<file path="src/rtl/ahb_lite_sram_ctrl.sv">
// AHB-Lite zero-wait SRAM slave with a one-entry posted-write buffer.
// Reads merge pending buffered bytes, so they never return stale SRAM data.
module ahb_lite_sram_ctrl #(
  parameter int HADDR_WIDTH = 32,
  parameter int HDATA_WIDTH = 32,
  parameter int MEM_AW      = 10
) (
  input  logic                     HCLK,
  input  logic                     HRESET,
  input  logic                     HSEL,
  input  logic [HADDR_WIDTH-1:0]   HADDR,
  input  logic [1:0]               HTRANS,
  input  logic                     HWRITE,
  input  logic [2:0]               HSIZE,
  input  logic [HDATA_WIDTH-1:0]   HWDATA,
  input  logic                     HREADY,
  output logic [HDATA_WIDTH-1:0]   HRDATA,
  output logic                     HREADYOUT,
  output logic                     HRESP,
  output logic [MEM_AW-1:0]        mem_addr,
  output logic [HDATA_WIDTH-1:0]   mem_wdata,
  output logic [HDATA_WIDTH/8-1:0] mem_be,
  output logic                     mem_we,
  output logic                     mem_re,
  input  logic [HDATA_WIDTH-1:0]   mem_rdata
);
  localparam int NB  = HDATA_WIDTH / 8;
  localparam int LB  = $clog2(NB);
  localparam int LBW = (LB > 0) ? LB : 1;

  // state    | meaning
  // ST_OK    | normal OKAY responses
  // ST_ERR1  | first ERROR cycle, HREADYOUT low
  // ST_ERR2  | second ERROR cycle, HREADYOUT high
  typedef enum logic [1:0] {ST_OK, ST_ERR1, ST_ERR2} state_t;
  state_t state, state_nxt;

  logic [MEM_AW-1:0]      addr_idx;
  logic [LBW-1:0]         addr_off;
  logic [LBW-1:0]         size_mask;
  logic [NB-1:0]          addr_be;
  logic                   size_ok, accept, rd_present, rd_issue;
  logic                   err_accept, stall, wr_done;
  logic                   dp_write, dp_read;
  logic [MEM_AW-1:0]      dp_idx;
  logic [NB-1:0]          dp_be;
  logic                   wbuf_valid;
  logic [MEM_AW-1:0]      wbuf_addr;
  logic [NB-1:0]          wbuf_be;
  logic [HDATA_WIDTH-1:0] wbuf_data;
  logic                   unused_bits;

  assign addr_idx    = HADDR[LB +: MEM_AW];
  assign addr_off    = (LB > 0) ? HADDR[LBW-1:0] : '0;
  assign size_ok     = (HSIZE <= 3'(LB));
  assign unused_bits = ^{HADDR, HTRANS[0]};

  // A lane is enabled when it falls inside the size-aligned block holding the address.
  always_comb begin
    size_mask = '0;
    addr_be   = '0;
    for (int k = 0; k < LBW; k++) size_mask[k] = (int'(HSIZE) > k);
    for (int k = 0; k < NB; k++)
      addr_be[k] = ((LBW'(k) & ~size_mask) == (addr_off & ~size_mask));
  end

  assign accept     = HSEL & HTRANS[1] & HREADY;
  assign rd_present = HSEL & HTRANS[1] & ~HWRITE & size_ok;
  // HREADY is left out of the stall term: it is our own HREADYOUT in this data phase.
  assign stall      = dp_write & wbuf_valid & rd_present;
  assign rd_issue   = accept & ~HWRITE & size_ok & ~stall & ~HRESET;
  assign err_accept = accept & ~size_ok;
  assign wr_done    = dp_write & ~stall;

  always_ff @(posedge HCLK or posedge HRESET) begin
    if (HRESET) begin
      dp_write <= 1'b0;
      dp_read  <= 1'b0;
      dp_idx   <= '0;
      dp_be    <= '0;
    end else if (HREADY) begin
      dp_write <= accept & HWRITE & size_ok;
      dp_read  <= rd_issue;
      dp_idx   <= addr_idx;
      dp_be    <= addr_be;
    end
  end

  always_ff @(posedge HCLK or posedge HRESET) begin
    if (HRESET) begin
      wbuf_valid <= 1'b0;
      wbuf_addr  <= '0;
      wbuf_be    <= '0;
      wbuf_data  <= '0;
    end else if (wr_done) begin
      wbuf_valid <= 1'b1;
      wbuf_addr  <= dp_idx;
      wbuf_be    <= dp_be;
      wbuf_data  <= HWDATA;
    end else if (mem_we) begin
      wbuf_valid <= 1'b0;
    end
  end

  always_ff @(posedge HCLK or posedge HRESET) begin
    if (HRESET) state <= ST_OK;
    else        state <= state_nxt;
  end

  always_comb begin
    state_nxt = state;
    HREADYOUT = ~stall;
    HRESP     = 1'b0;
    case (state)
      ST_OK: begin
        if (err_accept) state_nxt = ST_ERR1;
      end
      ST_ERR1: begin
        HREADYOUT = 1'b0;
        HRESP     = 1'b1;
        state_nxt = ST_ERR2;
      end
      ST_ERR2: begin
        HRESP     = 1'b1;
        state_nxt = err_accept ? ST_ERR1 : ST_OK;
      end
      default: state_nxt = ST_OK;
    endcase
  end

  always_comb begin
    HRDATA = '0;
    if (dp_read) begin
      HRDATA = mem_rdata;
      for (int k = 0; k < NB; k++)
        if (wbuf_valid && (wbuf_addr == dp_idx) && wbuf_be[k])
          HRDATA[8*k +: 8] = wbuf_data[8*k +: 8];
    end
  end

  assign mem_re    = rd_issue;
  assign mem_we    = wbuf_valid & ~rd_issue;
  assign mem_addr  = rd_issue ? addr_idx : wbuf_addr;
  assign mem_wdata = wbuf_data;
  assign mem_be    = mem_we ? wbuf_be : '0;

endmodule

</file>
<file path="config.mk">
export PLATFORM = sky130hd
export DESIGN_NAME = ahb_lite_sram_ctrl
export DESIGN_NICKNAME = d
export VERILOG_FILES = /design/src/rtl/ahb_lite_sram_ctrl.sv
export SDC_FILE = /design/constraint.sdc
export NUM_CORES = 1
export LEC_CHECK = 0
export ABC_AREA = 1
export CORE_MARGIN = 1
export CORE_UTILIZATION = 35
export DETAILED_ROUTE_END_ITERATION = 10
export PLACE_DENSITY = 0.72
export SYNTH_ARGS = -nofsm -noshare
export SYNTH_HDL_FRONTEND = slang
export SYNTH_SLANG_ARGS = --single-unit
export TNS_END_PERCENT = 50
</file>
<file path="constraint.sdc">
create_clock -name HCLK -period 2.3 [get_ports HCLK]
set_input_delay 0.69 -clock HCLK [delete_from_list [all_inputs] [get_ports HCLK]]
set_output_delay 0.69 -clock HCLK [all_outputs]
set_load 0.02 [all_outputs]
</file>
# == Yosys cells after proc, flatten, opt, wreduce, memory -nomap -nowiden ==
# Cells that the tools add are included.
# W data, S select, Z words.
# op_classes
mux,14
bitwise,22
eq_ne,7
order_cmp,3
reduce_logical,9
# ops
cell,n
$mux W32,1
$mux W8,4
$and A1 B1 Y1,15
$eq A10 B10 Y1,1
$mux W10,1
$gt A3 B1 Y1 const B,2
$pmux W2 S3,1
$logic_and A1 B1 Y1,5
$mux W1,5
$not A1 Y1,5
$eq A2 B2 Y1,2
$logic_not A2 Y1,2
$mux W4,1
$le A3 B2 Y1 const B,1
$and A2 B2 Y2,1
$eq A1 B2 Y1,1
$eq A2 B1 Y1 const B,1
$eq A2 B2 Y1 const B,1
$mux W2,1
$ne A2 B2 Y1 const B,1
$not A2 Y2,1
$reduce_bool A2 Y1,1
$reduce_or A2 Y1,1
# word_totals
inputBits,106
ff_bits,65
wordCells,64
out_inout_bits,82

# == Logic depth before layout (Yosys ltp) ==
# Gate-level depths: netlist (run 1).
# depth
word_depth,11
depth_mapped,10
mapped_depth_nobuf,10

# == Least setup slack after synthesis (run 1) ==
# OpenSTA, ideal clock, no wires.
# synth_path
path_type,input-to-output
from,in HSIZE[1]
to,out mem_addr[1]
setup_slack_ps,-152
arrival_time_ps,1762
n_path_buf,1
t_required_ps,1610
cell_stages,8
path_cell_list,a21oi_2 > nand2_1 > nor2_1 > nand2_1 > nand2_1 > inv_1 > buf_2 > o21ai_1
# synth_via
elab_chain_cells,7
word_cells_on_any_way,8
cone_classes,1 x order compare; 1 x mux; 6 x bitwise
# synth_lines
element,line_no,text
start: declaration,14,"input logic [2:0] HSIZE,"
$le A3 B2 Y1 (*),55,assign size_ok = (HSIZE <= 3'(LB));
$and A1 B1 Y1,68,assign rd_present = HSEL & HTRANS[1] & ~HWRITE & size_ok;
$and A1 B1 Y1,70,assign stall = dp_write & wbuf_valid & rd_present;
$not A1 Y1,71,assign rd_issue = accept & ~HWRITE & size_ok & ~stall & ~HRESET;
$and A1 B1 Y1 (*) (2 in series),71,
named net mem_re,24,"output logic mem_re,"
$mux W10 (*),143,assign mem_addr = rd_issue ? addr_idx : wbuf_addr;
end: declaration,20,"output logic [MEM_AW-1:0] mem_addr,"
# The timed path passes the listed nets; every way through them passes the cells marked *.

# == Worst setup path in the final report (run 1) ==
# layout_path
from,in HSIZE[1]
to,out mem_addr[8]
# layout_via
elab_chain_cells,7
word_cells_on_any_way,8
cone_classes,1 x order compare; 1 x mux; 6 x bitwise
# layout_lines
element,line_no
$le A3 B2 Y1 (*),55
$and A1 B1 Y1,68
$and A1 B1 Y1,70
$not A1 Y1,71
$and A1 B1 Y1 (*) (2 in series),71
$mux W10 (*),143
# Mark *: on every way between the ends. The rest lies on a longest branch, timed or not.

==> results of run 1 <==
-- worst min-delay path by stage --
stage | cells after the start | from | endpoint | slack (ns)
2_1_floorplan | 2 | wbuf_addr[2] | wbuf_addr[2] | 0.47
3_3_place_gp | 2 | wbuf_addr[8] | wbuf_addr[8] | 0.49
3_5_place_dp | 2 | wbuf_addr[6] | wbuf_addr[6] | 0.50
4_1_cts | 2 | wbuf_addr[6] | wbuf_addr[6] | 0.52
5_1_grt | 2 | mem_wdata[1] | mem_wdata[1] | 0.56
6_report | 2 | dp_be[1] | dp_be[1] | 0.53
-- synthesized netlist by cell type, drive strengths merged --
| master | count |
|---|---|
| a21oi | 33 |
| buf | 23 |
| clkbuf | 6 |
| dfrtp | 65 |
| ha | 4 |
| inv | 138 |
| nand2 | 140 |
| nand3 | 8 |
| nand4 | 32 |
| nor2 | 78 |
| nor3 | 2 |
| nor3b | 1 |
| o21ai | 38 |
| o22ai | 4 |
| o32ai | 1 |
| or2 | 1 |
-- per-stage QoR --
step                setup TNS [ns]  util, %
floorplan                   -0.135        -
global placement            -29.26     55.9
detailed placement          -32.79     55.9
CTS                         -13.79     60.7
global route                -18.55     63.1
finish                      -14.35     63.1
-- metal layers --
| metal | vias to the layer above | GRT usage, % | routed length (µm) |
|---|---|---|---|
| li1 | 2203 | - | - |
| met3 | 17 | 4.09 | 897 |
| met2 | 141 | 38.5 | 6880 |
| met5 | - | 0 | 0 |
| met1 | 2067 | 24.1 | 5100 |
| met4 | 0 | 8.48 | 178 |
-- flip-flops by register name (all words and copies together), names as in the netlist --
signal,flops
mem_wdata,32
dp_idx,10
wbuf_addr,10
dp_be,4
wbuf_be,4
state,2
dp_read,1
dp_write,1
wbuf_valid,1
-- report_power, final --
group	internal (mW)	total (mW)	leakage [nW]	switching (mW)
combinational	1.14	2.31	2.71	1.17
clock	0.787	1.26	0.133	0.474
sequential	1.42	1.63	0.754	0.209
total	3.34	5.19	3.59	1.85
-- placed cells by master (no fill, tap or decap), drive strengths merged, types with 8 or more instances in the layout --
cell type / instances
nand2: 140
a21oi: 33
clkdlybuf4s50: 108
nand4: 32
dfrtp: 65
inv: 137
nand3: 8
clkbuf: 14
nor2: 78
o21ai: 38
buf: 137
-- layout make-up --
cell class | instances | area [µm²] | share of cell area (%)
clock buffers | 14 | 264 | 3.68
clock inverters | 2 | 12.5 | 0.174
inverters | 138 | 524 | 7.30
multi-input cells | 342 | 2050 | 28.6
flip-flops and latches | 65 | 1630 | 22.7
well taps | 143 | 179 | 2.49
repair buffers | 251 | 2520 | 35.1
-- kinds of logic after synthesis --
kind of cell / count (synthesis) / synth area share (%)
AO/OA/AOI/OAI: 76 / 12.3
AND/OR/NAND/NOR: 262 / 29.1
flip-flops: 65 / 40.0
adder cells (fa/ha/maj): 4 / 1.23
buffers and inverters: 167 / 17.4
-- worst reg2reg max path, stage by stage (launching register included) --
cell     delay, ns
dfrtp_1       0.34
buf_4         0.15
nand3_1       0.09
nor2_1        0.15
nand2_1       0.11
buf_4         0.16
nand2_4       0.09
buf_12        0.23
nand2_1       0.13
o21ai_1       0.12
-- what timing repair did --
action | in CTS | in global routing
pin swaps | 25 | 35
setup buffers | 13 | 12
cloned | 3 | 1
resized for setup | 329 | 74
setup endpoints to repair | 50 | 49
==> out/results.ini, run 1 <==
[run_status]
violations=negative setup slack
outcome=finished, violations left

[grt]
grt-ovfl-total=0
grt_max_degree=66
antenna_found_initial=0
grt_usage_pct=21.2
grt_pass1_vias=4190
grt_pass1_wl_mm=19.6

[pwr]
p_per_area_nw_per_um2=723
power_mw=5.19
p_leak_nw=3.59
ir_drop_mv=0.519

[setup_path]
crit_required_ns=1.61
max_stage_delay_ns=0.15
reg2reg_from=wbuf_valid
worst-path-stages=11
path_cells=buf_8, a21oi_4, nand2_2, nor2_1, nand2_1, nand2_2, inv_4, buf_6, buf_16, o21ai_2, buf_6
crit_end=mem_addr[8]
rrSetupSlack_ns=0.65
r2r_cells=9
cp-end-kind=output port
startpoint_type=primary input
rr_endpoint=wbuf_addr[5]
crit_path_top_delay_cell=a21oi_4
crit_type=in2out
crit_family=buffers and inverters
arrival_ns=1.99
path_buf_inv=5
crit_path_max_fanout=5
startpoint=HSIZE[1]

[timing]
final-setup-viol-count=49
timing.slew.headroom_pct=73.3
worst_pin_slew_ns=0.400
rsz0062_at_grt=yes
maxSlewViolCount=0
fmax_mhz=374
finalCritPeriodShare_pct=116
min_period_ns=2.68
hold_viol=0
hold_slack_ns=0.531
skew_ns=0.00742
layout_setup_ws_ns=-0.376

[cts]
htreeDepth=3
clockBufferDepth=2
cts_root_buf=clkbuf_16
clk-insertion-delay-late_ns=0.33
numCtsBuffers=9
clk_pin_slew_ns=0.05
cts_tree=done
cts_num_sinks=65
postCtsHoldBufs=0

[floorplanning]
dieArea_um2=12100
ioPinCount=188
coreArea_um2=11400
start_util_pct=35.8
die_h_um=110
fp.dieW_um=110
fp-row-count=39

[placement]
dp_hpwl_mm=8.89
gp_congestion=0.813
io_buffer_count=166
dp_slack_ns=-1.16
place_inst=913
dpl_cell_area_um2=6350

[drt]
viasPerCell=4.64
drtIter0Drc=198
via_count=4428
wire_per_inst_um=13.7
drc=0
firstDrtPassIters=4
drt.antenna.violating_nets=0
totalWireLength_mm=13.1

[layout]
nNetsFinal=917
fill_cells=944
fin_area_um2=7180
area_growth_pct=76.4
instances_no_fill=955
drive_gt1_share_pct=34.9
num_antenna_cells=0

[synth]
synth_top_cell_area_share_pct=40.0
yosys_register_bits=65
yosys.cell_types.count=27
netlist_area_um2=4070
yosys_warnings=0
synthCells=574
synthTopCellsByArea=dfrtp_1 (40%), nand2_1 (13%), inv_1 (12%), nor2_1 (6.8%), a21oi_2 (6.5%)
syn-num-nets=684
yosysTopAreaCell=dfrtp_1
avgSynthCellArea_um2=7.09
ys_seq_area_share_pct=40.0

[worst_hold_path]
hp-class=reg2reg

[job]
maxCapViolCount=0

Note: power is estimated with default switching activity, not from simulation.
==> inputs of run 2 (changes only) <==
--- a/config.mk
+++ b/config.mk
@@ -6,10 +6,10 @@
 export NUM_CORES = 1
 export LEC_CHECK = 0
 export ABC_AREA = 1
-export CORE_MARGIN = 1
-export CORE_UTILIZATION = 35
+export CORE_MARGIN = 5
+export CORE_UTILIZATION = 31
 export DETAILED_ROUTE_END_ITERATION = 10
-export PLACE_DENSITY = 0.72
+export PLACE_DENSITY = 0.65
 export SYNTH_ARGS = -nofsm -noshare
 export SYNTH_HDL_FRONTEND = slang
 export SYNTH_SLANG_ARGS = --single-unit
==> run 2 against run 1 <==
  * The flow still finishes with violations (negative setup slack)
  * Critical path depth increased by 2
  * Via count fell by 2.5%
  * Clock skew is essentially flat
  * Cell count grew 2.9%
  * Clock power up 29%
  * Maximum frequency rose by 3.1%
  * Cell area rose by 2.1%
  * Worst hold slack lost 0.027 ns
  * Flip-flop and latch count unchanged
  * Global-route usage is 3.9 points lower
  * Die area grew 29%
  * Sequential power is essentially flat
  * Critical endpoint is now HRDATA[12]
  * Largest cell class unchanged
  * Largest power group unchanged
==> out/results.ini, run 2 (synthesis gave the netlist of run 1 again) <==
[run_status]
violations=negative setup slack
outcome=finished, violations left

[timing]
timing.slew.headroom_pct=74.2  ; +0.83 points
layout_setup_ws_ns=-0.296  ; +0.0796 ns
hold_viol=0  ; unchanged
fin_tns_setup_ns=-12.09  ; +2.27 ns
final-setup-viol-count=48  ; -2.0%
fmax_mhz=385  ; +3.1%
maxSlewViolCount=0  ; unchanged
skew_ns=0.00718  ; -0.000233 ns
rsz0062_at_grt=yes
worst_pin_slew_ns=0.387  ; -0.0125 ns
finalCritPeriodShare_pct=113  ; -3.5 points
min_period_ns=2.60  ; -0.0796 ns

[pwr]
combPwrFrac_pct=41.1  ; -3.3 points
p_leak_nw=3.62  ; +0.72%
seqPwrFrac_pct=29.4  ; -1.9 points
swShare_pct=34.0  ; -1.7 points
power_frac_clock_pct=29.4  ; +5.1 points
p_int_mw=3.64  ; +9.0%
p_per_area_nw_per_um2=753  ; +4.1%
ir_drop_mv=0.535  ; +3.1%
power.switching_mw=1.88  ; +1.2%

[worst_hold_path]
hp-class=reg2reg
holdPathStages=2  ; unchanged
hp-start=wbuf_addr[2]
hold_end=wbuf_addr[2]

[drt]
drc=0  ; unchanged
firstDrtPassIters=4  ; unchanged
totalWireLength_mm=13.6  ; +4.5%
drtIter0Drc=179  ; -9.6%
wire_per_inst_um=13.9  ; +1.5%
viasPerCell=4.39  ; -5.3%
drt.antenna.violating_nets=0  ; unchanged
via_count=4318  ; -2.5%

[setup_path]
crit_required_ns=1.61  ; about the same
rr_endpoint=mem_wdata[29]
crit_path_max_fanout=5  ; unchanged
startpoint_type=flip-flop
reg2reg_from=wbuf_valid
crit_type=reg2out
rrSetupSlack_ns=0.77  ; +0.12 ns
r2r_cells=9  ; unchanged
cp-end-kind=output port
arrival_ns=1.91  ; -0.08 ns

[grt]
antenna_found_initial=0  ; unchanged
grt_usage_pct=17.3  ; -3.9 points
grt_max_degree=59  ; -11%
grt_pass1_wl_mm=22.3  ; +14%
grt.busiest_layer=met2
grt-ovfl-total=0  ; unchanged
gr-usage-met1_pct=21.8  ; -2.3 points
grt_pass1_vias=4505  ; +7.5%
grt_use_met3_pct=4.16  ; +0.069 points
gr-usage-met2_pct=29.5  ; -9.0 points

[layout]
fin_area_um2=7330  ; +2.1%
final_common_cell=clkdlybuf4s50_1
utilization_pct=57.6  ; -5.5 points
layout_common_cells=clkdlybuf4s50_1 (108), inv_1 (107), nand2_1 (106)
largest_reg_flops=32  ; unchanged
multi_input_area_um2=2070  ; +0.97%
nNetsFinal=916  ; -0.11%
seqCellArea_um2=1630  ; unchanged
num_antenna_cells=0  ; unchanged
area_growth_pct=80.0
drive_gt1_share_pct=36.1  ; +1.3 points
instances_no_fill=983  ; +2.9%
fill_cells=1163  ; +23%

[placement]
dpl_cell_area_um2=6390  ; +0.61%
gp_congestion=0.838  ; +3.1%
place_inst=944  ; +3.4%
io_buffer_count=166  ; unchanged
dp_hpwl_mm=9.90  ; +11%

[floorplanning]
ioPinCount=188  ; unchanged
dieArea_um2=15500  ; +29%
start_util_pct=32.0  ; -3.8 points
fp-row-count=41  ; +5.1%
fp.dieW_um=125  ; +13%
coreArea_um2=12700  ; +12%
die_h_um=125  ; +13%

[cts]
cts_tree=done
htreeDepth=3  ; unchanged
cts_num_sinks=65  ; unchanged
postCtsHoldBufs=0  ; unchanged
clk_pin_slew_ns=0.06  ; about the same
clockBufferDepth=2  ; unchanged
numCtsBuffers=9  ; unchanged
cts_root_buf=clkbuf_16
clk-insertion-delay-late_ns=0.32  ; about the same

[job]
maxCapViolCount=0  ; unchanged

## run 2: changes by cell type in the layout (fill, tap and decap cells not counted), sizes merged
cell,previous run,this run
clkdlybuf4s15,3,2
bufinv,0,3
clkinvlp,2,1
buf,137,135
clkbuf,14,15
dlygate4sd2,3,2
## run 2: power by group through the flow
stage / Clock, mW / Sequential (mW) / Combinational, mW
after floorplan: 0 / 1.79 / 0.901
after global placement: 0 / 1.63 / 2.09
after detailed placement: 0 / 1.64 / 2.14
after CTS: 1.65 / 1.62 / 2.19
after global routing: 1.70 / 1.66 / 2.46
final: 1.62 / 1.62 / 2.27
## run 2: repair_timing
item	in CTS	in global routing
pin swaps	29	42
gates cloned	3	1
gates resized for setup	319	90
endpoints found under the setup margin	50	49
buffers inserted	14	7
## run 2: critical path: stages, from the launching register on
cell and delay [ns]:
dfrtp_1 0.38, inv_1 0.09, nand2_1 0.06, nand2_1 0.07
nor2_2 0.04, nand2_2 0.11, nor2_8 0.05, buf_12 0.13
buf_4 0.13, buf_4 0.12, nand4_1 0.06, nand2_1 0.06
nor2_1 0.12, buf_4 0.15
## run 2: worst max path at each step
| stage | from | cells after the start | slack [ns] | end |
|---|---|---|---|---|
| 5_1_grt | wbuf_addr[4] | 12 | -0.46 | HRDATA[28] |
| 3_3_place_gp | HSIZE[1] | 10 | -1.14 | mem_addr[1] |
| 4_1_cts | wbuf_addr[4] | 12 | -0.33 | HRDATA[24] |
| 2_1_floorplan | HSIZE[1] | 8 | -0.02 | mem_addr[4] |
| 6_report | dp_idx[6] | 13 | -0.30 | HRDATA[12] |
| 3_5_place_dp | HSIZE[1] | 10 | -1.20 | mem_addr[0] |
## run 2: layout make-up
cell class                 instances  share of cell area, %
multi-input combinational        342                   28.3
timing repair buffer             250                   34.5
tap                              172                   2.94
clock buffer                      12                   3.50
inverter                         138                   7.16
sequential                        65                   22.2
clock inverter                     4                   1.35
## run 2: stage by stage
step	setup WS (ns)	power, mW	hold WS [ns]
3_3_place_gp	-1.14	3.72	0.490
4_1_cts	-0.329	5.47	0.509
5_1_grt	-0.464	5.82	0.558
2_1_floorplan	-0.0197	2.69	0.475
3_5_place_dp	-1.20	3.78	0.495
6_report	-0.296	5.52	0.504
## run 2: layer usage
layer / vias to the layer above / wire, µm
met1: 1976 / 5840
met2: 128 / 6830
li1: 2201 / -
met4: 0 / 190
met5: - / 0
met3: 13 / 776
